<file path="config.mk">
export PLATFORM = sky130hd
export DESIGN_NAME = min_sort_emitter
export DESIGN_NICKNAME = d
export VERILOG_FILES = /design/src/rtl/sort_pkg.sv /design/src/rtl/lsb_first_one.sv /design/src/rtl/min_sort_emitter.sv
export SDC_FILE = /design/constraint.sdc
export NUM_CORES = 1
export LEC_CHECK = 0
export CAP_MARGIN = 20
export CORE_ASPECT_RATIO = 0.5
export CORE_MARGIN = 2
export CORE_UTILIZATION = 54
export CTS_BUF_LIST = sky130_fd_sc_hd__clkbuf_4 sky130_fd_sc_hd__clkbuf_8 sky130_fd_sc_hd__clkbuf_16
export CTS_CLUSTER_SIZE = 12
export DETAILED_ROUTE_END_ITERATION = 8
export PLACE_DENSITY_LB_ADDON = 0.25
export SLEW_MARGIN = 20
export SYNTH_ARGS = -nofsm -noshare
export SYNTH_HDL_FRONTEND = slang
export SYNTH_SLANG_ARGS = --single-unit
</file>
<file path="constraint.sdc">
create_clock -name i_clk -period 3.05 [get_ports i_clk]
set_input_delay 0.4575 -clock i_clk [delete_from_list [all_inputs] [get_ports i_clk]]
set_output_delay 0.4575 -clock i_clk [all_outputs]
set_load 0.01 [all_outputs]
</file>
<file path="src/rtl/sort_pkg.sv">
// Shared sizes, types and helpers for the min-sort emitter.
package sort_pkg;

    localparam int unsigned M = 8;
    localparam int unsigned N = 8;

    // Index width that never collapses to zero for single-entry ranges.
    function automatic int unsigned idx_width(input int unsigned n);
        return (n > 1) ? $clog2(n) : 1;
    endfunction

    localparam int unsigned IW = idx_width(M);

    typedef logic [M-1:0][N-1:0] chi_t;
    typedef logic [M-1:0]        mask_t;

    typedef enum logic [1:0] {
        IDLE,
        SCAN,
        EMIT
    } emit_state_t;

endpackage

</file>
<file path="src/rtl/lsb_first_one.sv">
// Combinational priority encoder: index of the lowest set bit plus a found flag.
module lsb_first_one #(
    parameter int unsigned W  = 8,
    parameter int unsigned IW = 3
) (
    input  logic [W-1:0]  mask,
    output logic [IW-1:0] idx,
    output logic          found
);

    // Scan upward; the first hit wins so the lowest index is reported.
    always_comb begin
        idx   = '0;
        found = 1'b0;
        for (int i = 0; i < int'(W); i++) begin
            if (mask[i] && !found) begin
                idx   = IW'(i);
                found = 1'b1;
            end
        end
    end

endmodule

</file>
<file path="src/rtl/min_sort_emitter.sv">
// Accepts one block of M words and emits them in ascending order (ties by lowest
// index), finding each minimum with a bit-serial MSB-first candidate-mask scan.
module min_sort_emitter #(
    parameter int unsigned  M  = sort_pkg::M,
    parameter int unsigned  N  = sort_pkg::N,
    localparam int unsigned IW = sort_pkg::idx_width(M)
) (
    input  logic                  i_clk,
    input  logic                  i_rst,
    input  logic [M-1:0][N-1:0]   i_chi,
    input  logic                  i_valid,
    output logic                  o_ready,
    output logic [N-1:0]          o_data,
    output logic [IW-1:0]         o_idx,
    output logic                  o_valid,
    input  logic                  i_ready,
    output logic                  o_last,
    output logic                  o_busy
);
    import sort_pkg::*;

    localparam int unsigned BW     = idx_width(N);
    localparam logic [BW-1:0] BitTop = BW'(N - 1);

    emit_state_t           state_q, state_d;
    logic [M-1:0][N-1:0]   word_q, word_d;
    logic [M-1:0]          active_q, active_d;
    logic [M-1:0]          cand_q, cand_d;
    logic [BW-1:0]         bit_q, bit_d;

    logic [IW-1:0]         cand_idx, act_idx;
    logic                  cand_found, act_found;
    logic [M-1:0]          slice, z, sel_onehot, act_rest;
    logic                  single;

    lsb_first_one #(.W(M), .IW(IW)) u_cand_enc (
        .mask  (cand_q),
        .idx   (cand_idx),
        .found (cand_found)
    );

    lsb_first_one #(.W(M), .IW(IW)) u_active_enc (
        .mask  (active_q),
        .idx   (act_idx),
        .found (act_found)
    );

    // Current bit slice, surviving candidates, and the last-remaining test.
    always_comb begin
        slice = '0;
        for (int k = 0; k < int'(M); k++) begin
            slice[k] = word_q[k][bit_q];
        end
        z          = cand_q & ~slice;
        sel_onehot = M'(1) << cand_idx;
        // Exactly one active bit: clearing the lowest one leaves nothing.
        act_rest   = active_q & ~(M'(1) << act_idx);
        single     = act_found && (act_rest == '0);
    end

    // FSM state register.
    always_ff @(posedge i_clk or posedge i_rst) begin
        if (i_rst) begin
            state_q <= IDLE;
        end else begin
            state_q <= state_d;
        end
    end

    // FSM next-state logic.
    always_comb begin
        state_d = state_q;
        unique case (state_q)
            IDLE:    if (i_valid) state_d = SCAN;
            SCAN:    if (bit_q == '0) state_d = EMIT;
            EMIT:    if (i_ready) state_d = single ? IDLE : SCAN;
            default: state_d = IDLE;
        endcase
    end

    // FSM outputs, decoded from registered state only.
    always_comb begin
        o_ready = (state_q == IDLE);
        o_busy  = (state_q != IDLE);
        o_valid = (state_q == EMIT) && cand_found;
        o_idx   = o_valid ? cand_idx : '0;
        o_data  = o_valid ? word_q[cand_idx] : '0;
        o_last  = o_valid && single;
    end

    // Datapath next state: load, one slice per SCAN cycle, retire on handshake.
    always_comb begin
        word_d   = word_q;
        active_d = active_q;
        cand_d   = cand_q;
        bit_d    = bit_q;
        unique case (state_q)
            IDLE: begin
                if (i_valid) begin
                    word_d   = i_chi;
                    active_d = '1;
                    cand_d   = '1;
                    bit_d    = BitTop;
                end
            end
            SCAN: begin
                // An empty z means every candidate shares this bit; keep them all.
                if (z != '0) cand_d = z;
                if (bit_q != '0) bit_d = bit_q - 1'b1;
            end
            EMIT: begin
                if (i_ready) begin
                    active_d = active_q & ~sel_onehot;
                    if (single) begin
                        cand_d = '0;
                    end else begin
                        cand_d = active_q & ~sel_onehot;
                        bit_d  = BitTop;
                    end
                end
            end
            default: ;
        endcase
    end

    // Datapath registers.
    always_ff @(posedge i_clk or posedge i_rst) begin
        if (i_rst) begin
            word_q   <= '0;
            active_q <= '0;
            cand_q   <= '0;
            bit_q    <= BitTop;
        end else begin
            word_q   <= word_d;
            active_q <= active_d;
            cand_q   <= cand_d;
            bit_q    <= bit_d;
        end
    end

endmodule

</file>
==> impl_metrics.tcl, run 1 <==
set metrics [dict create \
    antenna_found_initial 0 \
    critPathKind "reg2out" \
    rr_endpoint "cand_q[5]" \
    layout_min_cycle_time_ns 2.962 \
    fmax_ghz 0.3376 \
    antenna_cells 0 \
    syn_inst 377 \
    path_buf_inv 3 \
    seq_area_frac_synth_pct 43.54 \
    clock_latency_ns 0.35 \
    slew_viol_final 0 \
    vias 3740 \
    max_stage_delay_ns 0.50 \
    nNetsFinal 554 \
    grt_pass1_vias 3904 \
    finalPower_mw 6.510 \
    critPathSlowestCell "mux4_2" \
    io_buffers 82 \
    r2r_setup_slack_ns 0.48 \
    synth-edff-count 0 \
    ioPinCount 83 \
    path_max_fanout 4 \
    drtIter0Drc 322 \
    die_y_um 71.31 \
    finish.instance_area_sq_mm 0.006310 \
    synth_area_per_cell_sq_um 12.98 \
    finClkSkew_ns 0.007070 \
    h-tree-depth 3 \
    cp-endpoint "o_data[6]" \
    viasPerCell 6.233 \
    drive_above_1_share_pct 37.06 \
    cts_tree "built" \
    power.density_mw_per_mm2 1032 \
    place_congestion 0.9676 \
    grt_pass1_wl_um 21930 \
    tns_ns 0 \
    routed_wl_um 13440 \
    min_path_type "in2async" \
    ys_async_sr_fraction_pct 100.0 \
    synth_area_sq_mm 0.004893 \
    outcome "finished, final reports clean" \
    tightest_slew_ns 0.6614 \
    synthesis.nets 452 \
    place_hpwl_um 9612 \
    crit_cells 8 \
    wl_per_cell_um 22.40 \
    final_antenna_net_count 0 \
    p_leak_nw 2.585 \
    fin_util_pct 71.96 \
    synth_top_area_cell "dfrtp_1" \
    drv_cap 0 \
    postSynthRegisterBits 85 \
    critical_path_arrival_ns 2.50 \
    overflow 0 \
    clockBufferDepth 2 \
    relSlewSlack_pct 55.75 \
    reg2reg_depth 6 \
    firstDrtPassIters 5 \
    cp_top_family "compound AO/OA/AOI/OAI gates" \
    drc 0 \
    cp-end-kind "output pin" \
    yosys-top-cells-area "dfrtp_1 (42%), mux2_2 (15%), mux4_2 (12%)" \
    path_cells "or2b_4 -> nand2b_4 -> a221oi_4 -> buf_4 -> buf_8 -> mux4_2 -> a22o_1 -> buf_2" \
    ys_types 62 \
    cts_root_buffer "clkbuf_16" \
    dpl_cell_area_sq_mm 0.005872 \
    worst_hold_slack_ns 0.4871 \
    ctsHoldBuffers 0 \
    cp-startpoint "cand_q[7]" \
    yosysMostFrequentCell "dfrtp_1" \
    row_count 24 \
    track_usage_pct 29.04 \
    die_area_sq_mm 0.009885 \
    finalHoldViolCount 0 \
    netlist.area_leader.share_pct 41.93 \
    synth_commonest_cells "dfrtp_1 (82), mux2_2 (64), mux4_2 (25)" \
    ys_warn_count 0 \
    synthFlopType "dfrtp_1" \
    start_kind "flop" \
    area_delta_synth_final_pct 28.94 \
    grt_max_degree 65 \
    fp.dieW_um 138.6 \
    rr_startpoint "bit_q[0]" \
    required_ns 2.59 \
    core_area_sq_mm 0.008768 \
    numCtsBuffers 9 \
    clkSinkCount 85 \
    irDropWorstVdd_v 0.0004771 \
    path_clk_slew_ns 0.07 \
    setup_violations 0 \
    start_util_pct 55.81 \
    rsz0062_at_grt "false" \
    period_share_pct 97.13 \
]
==> layout by cell type, fill, tap and decap left out, types with 3 or more instances in the layout <==
| cell type | synthesis | final |
|---|---|---|
| buf_12 | 1 | 3 |
| dfrtp_2 | 0 | 3 |
| dfrtp_1 | 82 | 79 |
| clkbuf_2 | 0 | 3 |
| clkdlybuf4s50_1 | 0 | 74 |
| mux2i_1 | 12 | 12 |
| a31oi_1 | 7 | 7 |
| inv_6 | 0 | 3 |
| nor2b_1 | 5 | 5 |
| nor2_2 | 0 | 3 |
| ha_1 | 7 | 7 |
| o41ai_1 | 3 | 3 |
| a22oi_2 | 8 | 8 |
| mux4_2 | 25 | 26 |
| nor2_1 | 23 | 20 |
| inv_1 | 10 | 9 |
| o21ai_0 | 9 | 9 |
| a22o_1 | 8 | 8 |
| a2111oi_0 | 3 | 3 |
| buf_4 | 2 | 22 |
| mux2_2 | 64 | 64 |
| buf_2 | 1 | 4 |
| o21a_1 | 3 | 3 |
| dfstp_2 | 3 | 3 |
| a21oi_1 | 13 | 12 |
| nand2_1 | 23 | 22 |
| nand3_1 | 6 | 6 |
| clkbuf_16 | 0 | 9 |
==> how the worst min path moves through the flow <==
stage	startpoint	to	slack [ns]	depth (start not counted)
finish	i_rst	state_q[0]	0.49	2
global route	i_rst	state_q[0]	0.56	2
CTS	i_rst	state_q[0]	0.52	2
detailed placement	word_q[21]	word_q[21]	0.52	1
global placement	word_q[2]	word_q[2]	0.51	1
floorplan	word_q[3]	word_q[3]	0.49	1
==> repair_timing <==
| action | CTS | global route |
|---|---|---|
| pin swaps | 5 | 5 |
| setup endpoints to repair | 8 | 9 |
| gates cloned | 1 | 0 |
| setup buffers | 13 | 1 |
| resized for setup | 33 | 14 |
==> report_power, final <==
part	internal [mW]	switching [mW]
registers	1.67	0.666
clock network	0.722	0.483
logic	1.66	1.31
==> state kept, by name (all words and copies together) (netlist names) <==
signal	flops
word_q	64
cand_q	8
bit_q	3
active_q	8
state_q	2
==> worst reg2reg max path: cells and delay by family, from the launching register on <==
family / cells / cell delay [ns]
mux: 1 / 0.61
simple gates: 3 / 0.46
compound gates: 2 / 0.56
flops: 1 / 0.81
==> metal layers <==
layer	vias to the layer above	wire (um)	track usage [%]
met2	188	6191	45.93
li1	1640	-	-
met5	-	0	0
met1	1894	5774	39.96
met4	0	184	6.397
met3	18	1287	9.759
==> layout make-up <==
cell class | count | area, sq um
clock buffer | 9 | 225.2
clock inverter | 6 | 93.84
fill | 597 | 2459
inverter | 12 | 47.55
multi-input combinational | 261 | 2614
sequential | 85 | 2135
tap | 117 | 146.4
timing repair buffer | 110 | 1049
==> metrics by stage <==
| step | cells | setup WS (ns) |
|---|---|---|
| 3_5_place_dp | 572 | 0.05013 |
| 5_1_grt | 600 | 0.01200 |
| 4_1_cts | 601 | -0.02609 |
| 6_report | 600 | 0.08751 |
| 2_1_floorplan | 377 | 0.4040 |
| 3_3_place_gp | 572 | 0.1411 |
==> cell families after synthesis <==
family          Yosys count  synth area share, %
compound gates           71                12.25
xor+xnor                  1               0.1790
fa+ha+maj                 8                1.994
buf+inv                  31                4.116
flops                    85                43.54
mux                     103                29.76
simple gates             78                8.157
Power figures use the tool's default switching activity.
==> run 2, diff against run 1 <==
Settings changed: TNS_END_PERCENT from default to 10.
==> run 2 against run 1 <==
Die area is the same; core utilization rose by 0.27 points; critical path type unchanged; the run now ends with negative setup slack left; count of clock-buffer cells in the layout unchanged; critical path depth is 1 higher; register-to-register slack barely moved; combinational power about the same; fmax down 5.0%; power increased by 0.17%; non-clock buffer count is 1 lower; critical endpoint is now o_data[4]; clock power hardly changed.
==> impl_metrics.tcl, run 2 (synthesis results as in run 1) <==
set metrics [dict create \
    routed_wl_um 13330 \
    wl_met1_um 5812 \
    worst_hold_slack_ns 0.4903 \
    cts_tree "built" \
    finalPower_mw 6.521 \
    numCtsBuffers 9 \
    seq_power_share_pct 35.8 \
    place_congestion 0.9676 \
    rsz0062_at_grt "true" \
    biggestRegsByFlops "word_q: 64 flops, active_q: 8 flops, cand_q: 8 flops" \
    place_hpwl_um 9612 \
    clock_latency_ns 0.34 \
    firstDrtPassIters 5 \
    power_switching_mw 2.444 \
    finClkSkew_ns 0.006782 \
    cp-startpoint "cand_q[7]" \
    viasPerCell 6.207 \
    path_clk_slew_ns 0.07 \
    area_delta_synth_final_pct 29.43 \
    grt_pass1_wl_um 21640 \
    min_path_type "in2async" \
    nNetsFinal 553 \
    grt_max_degree 65 \
    reg2reg_depth 6 \
    tns_ns -0.07681 \
    rr_endpoint "cand_q[5]" \
    largest-register "word_q" \
    drtIter0Drc 267 \
    start_util_pct 55.81 \
    clkSinkCount 85 \
    period_share_pct 102.2 \
    power.density_mw_per_mm2 1030 \
    violations "negative setup slack" \
    antenna_found_initial 0 \
    overflow 0 \
    layout_min_cycle_time_ns 3.118 \
    fin_util_pct 72.23 \
    fmax_ghz 0.3207 \
    p_clk_share_pct 18.3 \
    pwr-share-comb_pct 45.9 \
    fin_ws_ns -0.06838 \
    drv_cap 0 \
    core_area_sq_mm 0.008768 \
    grt_pass1_vias 3867 \
    p_int_mw 4.078 \
    io_buffers 82 \
    slew_viol_final 0 \
    wl_per_cell_um 22.25 \
    row_count 24 \
    required_ns 2.59 \
    setup_violations 2 \
    drc 0 \
    track_usage_pct 28.62 \
    cts_root_buffer "clkbuf_16" \
    final_cell_mix "dfrtp_1 (80), clkdlybuf4s50_1 (74), mux2_2 (64), mux4_2 (25)" \
    vias 3718 \
    relSlewSlack_pct 55.85 \
    dr_wl_met3_um 1261 \
    wl_met2_um 6072 \
    switching_share_pct 37.47 \
    largest_reg_flops 64 \
    top_layer "met4" \
    critical_path_arrival_ns 2.66 \
    ioPinCount 83 \
    cp-end-kind "output pin" \
    p_leak_nw 2.615 \
    outcome "finished with violations" \
    final_antenna_net_count 0 \
    path_max_fanout 6 \
    irDropWorstVdd_v 0.0005024 \
    fp.dieW_um 138.6 \
    h-tree-depth 3 \
    die_y_um 71.31 \
    tightest_slew_ns 0.6579 \
    pre_cts_slack_ns 0.05013 \
    critPathKind "reg2out" \
    cp-endpoint "o_data[4]" \
    antenna_cells 0 \
    start_kind "flop" \
    rr_startpoint "bit_q[0]" \
    die_area_sq_mm 0.009885 \
    ctsHoldBuffers 0 \
    finalHoldViolCount 0 \
    clockBufferDepth 2 \
    drive_above_1_share_pct 35.89 \
    layout_commonest_cell "dfrtp_1" \
    r2r_setup_slack_ns 0.48 \
]
run 2: cell count changes in the layout (fill, tap and decap cells not counted), sizes merged:
cell	previous run	this run
clkbuf	12	11
dlymetal6s2s	0	1
dlygate4sd2	0	1
buf	32	30
run 2: layer usage:
layer	up-vias	GRT usage [%]
met4	0	6.397
li1	1644	-
met5	-	0
met3	16	8.957
met2	173	44.99
met1	1885	39.98
run 2: power by group through the flow:
stage	Combinational (mW)	Clock [mW]	Sequential [mW]
floorplan	2.25	0	1.95
global placement	2.66	0	2.27
detailed placement	2.74	0	2.30
CTS	2.89	1.21	2.29
global route	3.20	1.26	2.40
finish	2.99	1.19	2.34
run 2: critical path, cell delays in order, from the launching register on:
cell             delay [ns]
dfrtp_1                0.37
or2b_4                 0.22
nand2b_4               0.07
a221oi_4               0.31
buf_4                  0.17
buf_6                  0.10
buf_16                 0.13
mux4_2                 0.49
a22o_1                 0.21
clkdlybuf4s15_2        0.23
run 2: layout make-up:
| type | instances | area, sq um |
|---|---|---|
| fillers | 587 | 2435 |
| clock buffers | 9 | 225.2 |
| inverters | 12 | 47.55 |
| multi-input cells | 261 | 2613 |
| flip-flops and latches | 85 | 2133 |
| well taps | 117 | 146.4 |
| repair buffers | 109 | 1075 |
| clock inverters | 6 | 93.84 |
run 2: worst min path at each step:
stage                 end  cells after the start
3_5_place_dp   word_q[21]                      1
2_1_floorplan   word_q[3]                      1
3_3_place_gp    word_q[2]                      1
6_report       state_q[0]                      2
4_1_cts        state_q[0]                      2
5_1_grt        state_q[0]                      2
run 2: what timing repair did:
item	in CTS	in global routing
setup endpoints to repair	8	11
gates cloned	1	0
pin swaps	3	2
buffers inserted	7	4
gates resized for setup	24	12
run 2: stage by stage:
stage | cells | instance area (sq um)
6_report | 599 | 6334
5_1_grt | 599 | 6334
4_1_cts | 595 | 6284
3_5_place_dp | 572 | 5872
3_3_place_gp | 572 | 5872
2_1_floorplan | 377 | 4893
==> run 3, diff against run 2 <==
--- a/config.mk
+++ b/config.mk
@@ -9,5 +9,5 @@
 export CORE_ASPECT_RATIO = 0.5
 export CORE_MARGIN = 2
-export CORE_UTILIZATION = 54
+export CORE_UTILIZATION = 45
 export CTS_BUF_LIST = sky130_fd_sc_hd__clkbuf_4 sky130_fd_sc_hd__clkbuf_8 sky130_fd_sc_hd__clkbuf_16
 export CTS_CLUSTER_SIZE = 12
==> constraint.sdc (replaced) <==
create_clock -name i_clk -period 3.05 [get_ports i_clk]
set_input_delay 0.4575 -clock i_clk [delete_from_list [all_inputs] [get_ports i_clk]]
set_output_delay 0.4575 -clock i_clk [all_outputs]
set_load 0.05 [all_outputs]
==> run 3 against run 2 <==
Wire length shrank 5.9%; sequential cell count is the same; clock skew about the same; the flow still finishes with violations (negative setup slack); non-clock buffer count fell by 11; global-route usage shrank 5.7 points; worst setup slack better by 0.062 ns; critical endpoint is now o_data[6]; final cell count increased by 2.2%; power fell by 4.9%; combinational power is 5% lower; worst hold slack improved by 0.011 ns; critical path depth is 2 lower; die area rose by 19%.
==> impl_metrics.tcl, run 3 (synthesis results as in run 1) <==
set metrics [dict create \
    drtIter0Drc 210 \
    drive_above_1_share_pct 35.81 \
    nFillCells 837 \
    layout_commonest_cell "dfrtp_1" \
    antenna_found_initial 0 \
    fmax_ghz 0.3272 \
    start_kind "flop" \
    die_y_um 77.74 \
    irDropWorstVdd_v 0.0004088 \
    firstDrtPassIters 4 \
    vias 3537 \
    ioPinCount 83 \
    track_usage_pct 22.88 \
    path_max_fanout 7 \
    busiest_layer "met1" \
    layout_min_cycle_time_ns 3.056 \
    numCtsBuffers 9 \
    drv_cap 0 \
    grt_pass1_vias 3593 \
    start_util_pct 47.15 \
    fin_ws_ns -0.006196 \
    cp-end-kind "output pin" \
    cts_tree "built" \
    fp.dieW_um 151.5 \
    clkSinkCount 85 \
    fin_util_pct 60.30 \
    finClkSkew_ns 0.006524 \
    io_buffers 82 \
    path_clk_slew_ns 0.06 \
    final_antenna_net_count 0 \
    wl_per_cell_um 20.49 \
    grt_util_met2_pct 33.03 \
    die_area_sq_mm 0.01177 \
    slew_viol_final 0 \
    drc 0 \
    place_hpwl_um 9496 \
    tns_ns -0.01139 \
    ctsHoldBuffers 0 \
    critPathKind "reg2out" \
    h-tree-depth 3 \
    setup_violations 2 \
    power.density_mw_per_mm2 990.7 \
    biggestRegsByFlops "word_q: 64 flops, active_q: 8 flops, cand_q: 8 flops" \
    place_congestion 0.8715 \
    row_count 26 \
    clockBufferDepth 2 \
    largest_reg_flops 64 \
    routed_wl_um 12540 \
    finalHoldViolCount 0 \
    viasPerCell 5.779 \
    min_path_type "in2async" \
    required_ns 2.59 \
    period_share_pct 100.2 \
    worst_hold_slack_ns 0.5009 \
    grt_max_degree 65 \
    final_cell_mix "dfrtp_1 (78), clkdlybuf4s50_1 (69), mux2_2 (64), mux4_2 (26), nor2_1 (23)" \
    relSlewSlack_pct 57.63 \
    cp-startpoint "cand_q[7]" \
    grtUsageMet1_pct 35.85 \
    rr_startpoint "bit_q[2]" \
    cts_root_buffer "clkbuf_16" \
    critical_path_arrival_ns 2.60 \
    overflow 0 \
    outcome "finished with violations" \
    grt_pass1_wl_um 20130 \
    p_leak_nw 2.543 \
    largest-register "word_q" \
    tightest_slew_ns 0.6355 \
    rsz0062_at_grt "true" \
    met3_usage_pct 4.176 \
    nNetsFinal 542 \
    antenna_cells 0 \
    violations "negative setup slack" \
    area_delta_synth_final_pct 27.87 \
    core_area_sq_mm 0.01038 \
    clock_latency_ns 0.34 \
]
## run 3: cell count changes in the layout (fill, tap and decap cells not counted), moves of 2 or more
| cell | change |
|---|---|
| buf_12 | +2 |
| buf_2 | -3 |
| buf_4 | -7 |
| buf_6 | +7 |
| bufinv_16 | -2 |
| clkbuf_2 | -2 |
| clkdlybuf4s50_1 | -5 |
| clkinv_4 | +3 |
| dfrtp_1 | -2 |
| dfrtp_2 | +2 |
| inv_6 | -2 |
## run 3: critical path: stages, from the launching register on
cell and delay (ns):
dfrtp_2 0.43, or2b_4 0.23, nand2b_4 0.07, a221oi_4 0.38, buf_12 0.19, mux4_2 0.51, a22o_1 0.28, buf_6 0.16
## run 3: area by class of cell
class	count	area (sq um)	share of cell area, %
multi-input cells	261	2581	41.25
flip-flops and latches	85	2136	34.13
repair buffers	98	1031	16.48
clock buffers	10	239.0	3.819
well taps	140	175.2	2.799
clock inverters	6	47.55	0.7598
inverters	12	47.55	0.7598
## run 3: routing by layer
metal  wire length, um  vias up
li1                  -     1623
met1              6001     1796
met2              5603      109
met3               829        9
met4               103        0
met5                 0        -
## run 3: path summary, 6_finish.rpt
path | endpoint | slack, ns | cells after the start
hold reg to reg | word_q[34] | 0.54 | 1
setup / recovery | o_data[6] | -0.006 | 7
setup reg to reg | cand_q[0] | 0.49 | 5
min in group i_clk | word_q[34] | 0.54 | 1
max in group asynchronous | cand_q[0] | 1.99 | 3
hold / removal | state_q[0] | 0.50 | 2
## run 3: repair_timing
| action | in CTS | in global routing |
|---|---|---|
| pin swaps | 1 | 4 |
| cloned | 0 | 1 |
| resized for setup | 4 | 12 |
| setup endpoints to repair | 5 | 8 |
| setup buffers | 2 | 2 |
## run 3: stage by stage
stage	total power [mW]	area [sq um]	cells	setup slack, ns
after floorplan	4.251	4893	377	0.01093
after global placement	4.957	5851	591	0.3350
after detailed placement	4.997	5851	591	0.3046
after CTS	6.102	6173	609	0.01591
after global routing	6.549	6257	612	-0.07552
final	6.199	6257	612	-0.006196
## run 3: power breakdown
part	switching, mW	internal (mW)	leakage (nW)
Sequential	0.647	1.67	0.963
Clock	0.462	0.579	0.139
Combinational	1.24	1.60	1.44
Total	2.35	3.85	2.54
==> RTL edit: new RTL, settings of run 1 <==
`word_q` no longer has a reset.
--- a/src/rtl/min_sort_emitter.sv
+++ b/src/rtl/min_sort_emitter.sv
@@ -126,17 +126,19 @@
     // Datapath registers.
     always_ff @(posedge i_clk or posedge i_rst) begin
         if (i_rst) begin
-            word_q   <= '0;
             active_q <= '0;
             cand_q   <= '0;
             bit_q    <= BitTop;
         end else begin
-            word_q   <= word_d;
             active_q <= active_d;
             cand_q   <= cand_d;
             bit_q    <= bit_d;
         end
     end
 
+    always_ff @(posedge i_clk) begin
+        word_q <= word_d;
+    end
+
 endmodule
 
Formal check against the unedited RTL: no difference found for any inputs over 4 cycles, from zero or initial values and one cycle with i_rst high; that may be too few to reach the edited logic, so the function may still have changed.
==> RTL edit against run 1 <==
The run now ends with negative setup slack left; cell count decreased by 11%; synthesized area decreased by 10%; sequential cell count unchanged; routed wire length decreased by 13%; setup slack got worse by 92 ps; sequential share of layout area increased by 7.4 points; total power decreased by 22%; design area decreased by 5.7%; critical endpoint is now o_idx[0]; largest power group unchanged.
==> RTL edit: results (changes against run 1) <==
.. list-table::
   :header-rows: 1

   * - Metric
     - Value
   * - Placed Instances
     - 498 (-13%)
   * - Violations in the final reports
     - negative setup slack
   * - Synthesis warning total
     - 0 (unchanged)
   * - WL/cell
     - 21.9 um (-2.3%)
   * - Pin count of the biggest net entering global routing
     - 65 (unchanged)
   * - Number of buffers on the longest clock path
     - 2 (unchanged)
   * - Clock network latency to the later pin of the worst-skew pair
     - 350 ps (about the same)
   * - Global-route wire length before repair
     - 17.4 mm (-21%)
   * - Dominant cells by area after synthesis
     - sky130_fd_sc_hd__edfxtp_1, sky130_fd_sc_hd__mux4_2, sky130_fd_sc_hd__dfrtp_1
   * - Number of clock buffers inserted by TritonCTS
     - 9 (unchanged)
   * - Half-perimeter wire length after detailed placement
     - 8.04 mm (-16%)
   * - Worst Tran Pin Value
     - 832 ps (+171 ps)
   * - Clock transition time at the flip-flop clock pins of the worst setup and hold paths
     - 60 ps
   * - Cell types with the highest counts after synthesis
     - sky130_fd_sc_hd__edfxtp_1, sky130_fd_sc_hd__mux4_2, sky130_fd_sc_hd__mux2i_1, sky130_fd_sc_hd__dfrtp_1, sky130_fd_sc_hd__nor2_1
   * - Cell variety after synth
     - 52 (-16%)
   * - Hold Crit Class
     - input port to asynchronous set/reset pin
   * - Predominant post-synthesis flop cell
     - sky130_fd_sc_hd__edfxtp_1
   * - Seq/Total Area, Yosys
     - 55.7% (+12 points)
   * - Global-route usage over all layers
     - 27.2% (-1.8 points)
   * - Antenna fix cells
     - 0 (unchanged)
   * - Post-detailed-placement cell area
     - 5480 um^2 (-6.6%)
   * - # port buffers
     - 82 (unchanged)
   * - Switching Fraction
     - 35.4% (-2.3 points)
   * - Share of cells above drive strength 1
     - 26.8% (-10 points)
   * - Initial antenna violation count
     - 0 (unchanged)
   * - Gp weighted congestion
     - 0.922 (-4.7%)
   * - CTS root buf
     - sky130_fd_sc_hd__clkbuf_16
   * - Net count of the finished layout
     - 491 (-11%)
   * - Synthesized Nets
     - 372 (-18%)
   * - Setup-violating endpoint count in the final report
     - 1 (+1)
   * - Synth async-reset ratio
     - 24.7% (-75 points)
   * - DRC violation total after the first TritonRoute iteration
     - 335 (+4.0%)
   * - Arrival time of data at the critical path endpoint
     - 2600 ps (+100 ps)
   * - Outcome
     - finished, violations left
   * - Number of detailed-routing iterations run before antenna repair
     - 5 (unchanged)
   * - Number of flops mapped to enable cells by yosys
     - 64 (+64)
   * - Clock skew
     - 4.44 ps (-2.63 ps)
   * - Leak pwr
     - 2.28 nW (-12%)
   * - Biggest fanout along the worst timing path
     - 7 (+3)
   * - Via count of the first global-routing pass
     - 3,102 (-21%)
   * - Setup ws final
     - -4.84 ps (-92.4 ps)
   * - Number of non-filler instances in the completed layout
     - 533 (-11%)
   * - Mean post-synth cell area
     - 14.8 um^2 (+14%)
   * - Largest registers in the final layout
     - word_q x64, active_q x8, cand_q x8
   * - H-tree level count
     - 3 (unchanged)
   * - Overall via count from detail_route
     - 3,241 (-13%)
   * - Maximum resistive drop on vdd
     - 0.000431 V (-9.7%)
[RTL edit: logic make-up (layout without fill, tap and decap cells)]
group | Yosys count | count (layout) | share of synthesized area (%)
flops | 85 | 85 | 55.7
simple gates | 62 | 62 | 7.53
fa+ha+maj | 8 | 8 | 2.22
mux | 50 | 50 | 19.4
buf+inv | 30 | 154 | 3.44
compound gates | 61 | 61 | 11.6
xor+xnor | 1 | 1 | 0.199
[RTL edit: area by class of cell]
type,instances,area (um^2)
flip-flops and latches,85,2450
clock inverters,7,47.5
well taps,112,140
fillers,519,1990
repair buffers,124,1200
multi-input cells,182,1840
clock buffers,9,225
inverters,14,52.6
[RTL edit: path summary, 6_finish.rpt]
kind / from / end / slack [ps] / cells past startpoint
setup reg to reg: bit_q[0] / cand_q[6] / 430 / 6
min in group i_clk: state_q[0] / state_q[0] / 580 / 2
hold / removal: i_rst / state_q[0] / 580 / 2
setup / recovery: cand_q[3] / o_idx[0] / -5 / 9
hold reg to reg: state_q[0] / state_q[0] / 580 / 2
max in group asynchronous: i_rst / cand_q[7] / 1900 / 2
[RTL edit: power by group through the flow]
stage	sequential, mW	combinational, mW	clock [mW]
floorplan	1.70	1.46	0
global placement	1.87	1.83	0
detailed placement	1.89	1.86	0
CTS	1.86	1.99	1.03
global route	1.92	2.29	1.08
finish	1.88	2.15	1.02
[RTL edit: stage by stage]
step | worst slack [ps] | setup TNS, ps | utilization, %
floorplan | 488 | 0 | -
global placement | 76.7 | 0 | 69.0
detailed placement | 49.4 | 0 | 69.0
CTS | 6.35 | 0 | 73.8
global route | -120 | -220 | 74.9
finish | -4.84 | -4.84 | 74.9
[RTL edit: what timing repair did]
action,CTS,global route
gates cloned,1,1
gates resized for setup,22,13
pin swaps,3,4
setup buffers,9,8
setup endpoints to repair,8,11
[RTL edit: per-layer routing]
| layer | global-route usage [%] | share of wire [%] |
|---|---|---|
| met1 | 37.3 | 42 |
| met2 | 42.9 | 47 |
| met3 | 8.07 | 9.0 |
| met4 | 9.24 | 1.4 |
| met5 | 0 | 0 |
[RTL edit: worst max-delay path, stage by stage, from the launching register on]
cell and delay, ps:
sky130_fd_sc_hd__dfrtp_1 390, sky130_fd_sc_hd__buf_4 170, sky130_fd_sc_hd__nor4_2 290, sky130_fd_sc_hd__buf_4 190, sky130_fd_sc_hd__nand2_1 100, sky130_fd_sc_hd__o31ai_2 260, sky130_fd_sc_hd__buf_4 180, sky130_fd_sc_hd__inv_2 30
sky130_fd_sc_hd__and2_1 150, sky130_fd_sc_hd__clkdlybuf4s50_1 480
